### src/rtl/inst_enc.sv
// inst_enc: packs opcode, register and immediate fields into a 32-bit instruction word behind a
// valid/ready pipeline stage. Define INST_ENC_LI_EXPAND_EN to expand wide load-immediates into LUI(+ADDI).
module inst_enc (
   input  logic        clk,
   input  logic        rst,
   input  logic        in_valid,
   output logic        in_ready,
   input  logic [2:0]  in_fmt,
   input  logic [6:0]  in_opc,
   input  logic [2:0]  in_funct3,
   input  logic [6:0]  in_funct7,
   input  logic [4:0]  in_rd,
   input  logic [4:0]  in_rs1,
   input  logic [4:0]  in_rs2,
   input  logic [31:0] in_imm,
   input  logic [11:0] in_csr,
   input  logic        in_li,
   output logic        out_valid,
   input  logic        out_ready,
   output logic [31:0] out_inst,
   output logic        out_err
);
   localparam logic [2:0] FMT_I = 3'b001;
   localparam logic [2:0] FMT_S = 3'b010;
   localparam logic [2:0] FMT_U = 3'b011;
   localparam logic [2:0] FMT_J = 3'b100;
   localparam logic [2:0] FMT_B = 3'b101;
   localparam logic [2:0] FMT_Z = 3'b110;
   localparam logic [6:0] OPC_OP_IMM = 7'b0010011;
`ifdef INST_ENC_LI_EXPAND_EN
   localparam logic [6:0] OPC_LUI    = 7'b0110111;
`endif

   typedef enum logic [1:0] {IDLE, ONE, LUI} state_t;

   state_t      state_reg;
   logic        out_valid_reg;
   logic        out_err_reg;
   logic [31:0] out_inst_reg;
   logic [31:0] addi_reg;

   logic [31:0] enc_inst_next;
   logic [31:0] enc_addi_next;
   logic        enc_err_next;
   logic        enc_two_next;
   logic        fits_12;
   logic        fits_13;
   logic        fits_21;
   logic [11:0] li_lo;
   logic        accept;

   // A signed immediate fits N bits when every bit from N-1 upward matches the sign.
   assign fits_12 = (&in_imm[31:11]) | ~(|in_imm[31:11]);
   assign fits_13 = (&in_imm[31:12]) | ~(|in_imm[31:12]);
   assign fits_21 = (&in_imm[31:20]) | ~(|in_imm[31:20]);
   assign li_lo   = in_imm[11:0];

`ifdef INST_ENC_LI_EXPAND_EN
   logic [19:0] li_hi;
   // ADDI sign-extends its 12-bit operand, so the upper part absorbs a borrow from bit 11.
   assign li_hi = in_imm[31:12] + {19'd0, in_imm[11]};
`endif

   always_comb begin
      enc_inst_next = {in_funct7, in_rs2, in_rs1, in_funct3, in_rd, in_opc};
      enc_addi_next = '0;
      enc_err_next  = 1'b0;
      enc_two_next  = 1'b0;
      if (in_li) begin
`ifdef INST_ENC_LI_EXPAND_EN
         if (fits_12) begin
            enc_inst_next = {li_lo, 5'd0, 3'b000, in_rd, OPC_OP_IMM};
         end else begin
            enc_inst_next = {li_hi, in_rd, OPC_LUI};
            enc_addi_next = {li_lo, in_rd, 3'b000, in_rd, OPC_OP_IMM};
            enc_two_next  = |li_lo;
         end
`else
         enc_inst_next = {li_lo, 5'd0, 3'b000, in_rd, OPC_OP_IMM};
         enc_err_next  = ~fits_12;
`endif
      end else begin
         case (in_fmt)
            FMT_I: begin
               enc_inst_next = {in_imm[11:0], in_rs1, in_funct3, in_rd, in_opc};
               enc_err_next  = ~fits_12;
            end
            FMT_S: begin
               enc_inst_next = {in_imm[11:5], in_rs2, in_rs1, in_funct3, in_imm[4:0], in_opc};
               enc_err_next  = ~fits_12;
            end
            FMT_U: begin
               enc_inst_next = {in_imm[31:12], in_rd, in_opc};
               enc_err_next  = |in_imm[11:0];
            end
            FMT_J: begin
               enc_inst_next = {in_imm[20], in_imm[10:1], in_imm[11], in_imm[19:12], in_rd, in_opc};
               enc_err_next  = ~fits_21 | in_imm[0];
            end
            FMT_B: begin
               enc_inst_next = {in_imm[12], in_imm[10:5], in_rs2, in_rs1, in_funct3,
                                in_imm[4:1], in_imm[11], in_opc};
               enc_err_next  = ~fits_13 | in_imm[0];
            end
            FMT_Z: begin
               enc_inst_next = {in_csr, in_imm[4:0], in_funct3, in_rd, in_opc};
               enc_err_next  = |in_imm[31:5];
            end
            default: begin
               enc_inst_next = {in_funct7, in_rs2, in_rs1, in_funct3, in_rd, in_opc};
               enc_err_next  = 1'b0;
            end
         endcase
      end
   end

   // A held word may be replaced in the same cycle it is consumed, giving back-to-back output.
   assign in_ready = (state_reg == IDLE) | ((state_reg == ONE) & out_ready);
   assign accept   = in_valid & in_ready;

   always_ff @(posedge clk) begin
      if (rst) begin
         state_reg     <= IDLE;
         out_valid_reg <= 1'b0;
         out_inst_reg  <= '0;
         out_err_reg   <= 1'b0;
         addi_reg      <= '0;
      end else begin
         case (state_reg)
            IDLE, ONE: begin
               if (accept) begin
                  out_valid_reg <= 1'b1;
                  out_inst_reg  <= enc_inst_next;
                  out_err_reg   <= enc_err_next;
                  addi_reg      <= enc_addi_next;
                  state_reg     <= enc_two_next ? LUI : ONE;
               end else if ((state_reg == IDLE) || out_ready) begin
                  out_valid_reg <= 1'b0;
                  state_reg     <= IDLE;
               end
            end
            LUI: begin
               if (out_ready) begin
                  out_inst_reg <= addi_reg;
                  out_err_reg  <= 1'b0;
                  state_reg    <= ONE;
               end
            end
            default: begin
               out_valid_reg <= 1'b0;
               state_reg     <= IDLE;
            end
         endcase
      end
   end

   assign out_valid = out_valid_reg;
   assign out_inst  = out_inst_reg;
   assign out_err   = out_err_reg;

endmodule

### config.mk
export PLATFORM = sky130hd
export DESIGN_NAME = inst_enc
export DESIGN_NICKNAME = d
export VERILOG_FILES = /design/src/rtl/inst_enc.sv
export SDC_FILE = /design/constraint.sdc
export NUM_CORES = 1
export LEC_CHECK = 0
export BUFFER_PORTS_ARGS = -buffer_cell sky130_fd_sc_hd__buf_4
export CAP_MARGIN = 15
export CELL_PAD_IN_SITES_DETAIL_PLACEMENT = 1
export CELL_PAD_IN_SITES_GLOBAL_PLACEMENT = 1
export CORE_UTILIZATION = 23
export DETAILED_ROUTE_END_ITERATION = 8
export PLACE_DENSITY_LB_ADDON = 0.1
export SYNTH_ARGS = -nofsm -noshare
export SYNTH_HDL_FRONTEND = slang
export SYNTH_SLANG_ARGS = --single-unit
### constraint.sdc
create_clock -name clk -period 3.3 [get_ports clk]
set_input_delay 0.165 -clock clk [delete_from_list [all_inputs] [get_ports clk]]
set_output_delay 0.165 -clock clk [all_outputs]
set_load 0.02 [all_outputs]
==> results.json <==
{
  "reg2reg_to": "out_inst[20]$_SDFFE_PP0P_",
  "pre_cts_slack_ns": 1.30,
  "finalSetupViolCount": 0,
  "area_delta_synth_final_pct": 42.4,
  "synth-seq-cells": 34,
  "synth_area_leaders": "dfxtp_1 (29%), a21oi_1 (6.3%), nor2_1 (4.6%)",
  "period_share_pct": 60.9,
  "tightest_slew_ns": 0.661,
  "tritoncts": "built",
  "grt_overflow": 0,
  "drive_gt1_share_pct": 34.3,
  "grt_pass1_vias": 3021,
  "critPathCaptureType": "flip-flop",
  "timing.hold.ws_ns": 0.128,
  "synth-edff-count": 0,
  "clkSlewWorstSetupHoldPaths_ns": 0.08,
  "avgViaCountPerCell": 5.20,
  "worstPathRequired_ns": 3.49,
  "synthDistinctLibCells": 45,
  "min_to": "out_inst[27]$_SDFFE_PP0P_",
  "cts_made_buffers": 5,
  "die_w_um": 104,
  "cts_buffer_depth": 2,
  "holdBufCountCts": 0,
  "largest_register_ffs": 32,
  "slew_headroom_pct": 55.8,
  "peakVddDrop_mv": 0.109,
  "portBuffers": 118,
  "cts_max_level": 2,
  "cp-start-kind": "flip-flop",
  "synth_top_flop_cell": "dfxtp_1",
  "total_power_mw": 1.18,
  "timing.rr.start": "out_valid$_SDFFE_PP0P_",
  "drt_iter0_markers": 121,
  "drc": 0,
  "syn-num-nets": 401,
  "firstDrtPassIters": 4,
  "rows": 36,
  "yosysTopAreaCell": "dfxtp_1",
  "die_area_sq_mm": 0.0107,
  "power_density_mw_per_mm2": 348,
  "coreArea_sq_mm": 0.00991,
  "status": "finished, final reports clean",
  "ff2ff_setup_slack_ns": 1.29,
  "clock.fmax_ghz": 0.498,
  "clock_insertion_delay_worst_skew_ns": 0.29,
  "antenna_found_initial": 0,
  "ys_async_sr_fraction_pct": 0,
  "vias": 2845,
  "rsz0062_at_grt": "no",
  "start_util_pct": 24.0,
  "critical_path_arrival_ns": 2.20,
  "fp.dieH_um": 104,
  "antenna_cells": 0,
  "synth_area_per_cell_sq_um": 7.50,
  "num_io_pins": 119,
  "maxSlewViolCount": 0,
  "instances_no_fill": 547,
  "dp.cells": 539,
  "hp-class": "primary input to flip-flop",
  "yosysSeqAreaShare_pct": 28.6,
  "clock_sinks": 34,
  "yosysWarnings": 0,
  "grt_use_total_pct": 18.3,
  "dpl.hpwl_mm": 7.15,
  "power_leakage_nw": 1.38,
  "synthCells": 317,
  "synth_top_area_share_pct": 28.6,
  "ant_nets": 0,
  "routed_wl_mm": 9.56,
  "grt_first_pass_wirelength_mm": 15.9,
  "fin_crit_ns": 2.01,
  "setup_slack_ns": 1.29,
  "grt_max_degree": 53,
  "clockRootBuffer": "clkbuf_8",
  "post_cts_buffers": 0,
  "r2r.worst_path.cells": 6,
  "crit_type": "flip-flop to flip-flop",
  "nNetsFinal": 497,
  "hold_depth": 3,
  "min_from": "in_imm[7]",
  "place.gp.congestion": 0.734,
  "cp_max_fo": 27,
  "skew_ns": 0.00835,
  "finalSetupTns_ns": 0,
  "post_cts_resized": 0,
  "drv_cap": 0,
  "finalHoldViolCount": 0,
  "routedWlPerCell_um": 17.5,
  "syn-cell-area_sq_mm": 0.00238
}
-- routing by layer --
metal	vias up	share of wire (%)	GRT usage, %
met5	-	0	0
met4	0	1.3	4.87
met3	10	4.5	2.39
met2	90	47	30.6
met1	1346	47	24.6
li1	1399	-	-
-- placed cells by master, fill, tap and decap left out, types with 8 or more instances in the layout --
cell type	n
o22ai_1	15
nor2_1	29
a22oi_1	9
mux2i_1	9
o21ai_0	8
a21oi_1	30
nor3_1	21
buf_4	120
nand3_1	10
a22o_1	11
dfxtp_1	34
nand2_1	23
-- synth_stat cells (4+ instances only) --
master / count
a211oi_1: 7
a21o_1: 4
a21oi_1: 30
a221oi_1: 6
a22o_1: 11
a22oi_1: 9
a31oi_1: 7
a32oi_1: 5
buf_1: 4
buf_2: 9
clkbuf_1: 16
dfxtp_1: 34
mux2_2: 6
mux2i_1: 9
nand2_1: 23
nand3_1: 10
nand3b_1: 4
nand4_1: 5
nor2_1: 29
nor3_1: 21
nor3b_1: 4
nor4_1: 7
o21ai_0: 8
o22ai_1: 15
-- power breakdown --
part	total, mW	switching [mW]	internal [mW]
combinational	0.390	0.210	0.179
clock	0.331	0.163	0.169
sequential	0.457	0.0174	0.439
-- cell type report --
class | instances | area (sq um)
Timing Repair Buffer | 120 | 901
Tap cell | 133 | 166
Inverter | 4 | 15.0
Fill cell | 1220 | 6530
Clock inverter | 1 | 5.00
Clock buffer | 7 | 86.3
Sequential cell | 34 | 681
Multi-Input combinational cell | 248 | 1530
-- cell families after synthesis --
logic type	count (synthesis)	share of synthesized area (%)
and+or+nand+nor	121	25.4
DFF	34	28.6
AOI/OAI and AO/OA	111	31.9
muxes	15	6.64
buffers and inverters	35	7.00
xor gates and xnor gates	1	0.369
-- worst max-delay path: stages, from the launching register on --
cell and delay (ns):
dfxtp_1 0.32, nand2b_1 0.13, nand2_2 0.33, nor2_2 0.43, and3_1 0.33, a21oi_1 0.10
a311oi_1 0.26
-- per-stage QoR --
stage,cell area (sq um),utilization [%]
after floorplan,2380,-
after detailed placement,3290,33.2
after CTS,3380,34.1
after global routing,3380,34.1
final,3380,34.1
after global placement,3290,33.2
-- worst max-delay path by stage --
| stage | cells past startpoint | slack (ns) | end | startpoint |
|---|---|---|---|---|
| floorplan | 6 | 1.66 | out_inst[20]$_SDFFE_PP0P_ | out_valid$_SDFFE_PP0P_ |
| global placement | 6 | 1.39 | out_inst[20]$_SDFFE_PP0P_ | out_valid$_SDFFE_PP0P_ |
| detailed placement | 6 | 1.30 | out_inst[20]$_SDFFE_PP0P_ | out_valid$_SDFFE_PP0P_ |
| CTS | 6 | 1.26 | out_inst[20]$_SDFFE_PP0P_ | out_valid$_SDFFE_PP0P_ |
| global route | 6 | 1.08 | out_inst[20]$_SDFFE_PP0P_ | out_valid$_SDFFE_PP0P_ |
| finish | 6 | 1.29 | out_inst[20]$_SDFFE_PP0P_ | out_valid$_SDFFE_PP0P_ |
No activity file was read; power rests on OpenSTA's default activity.
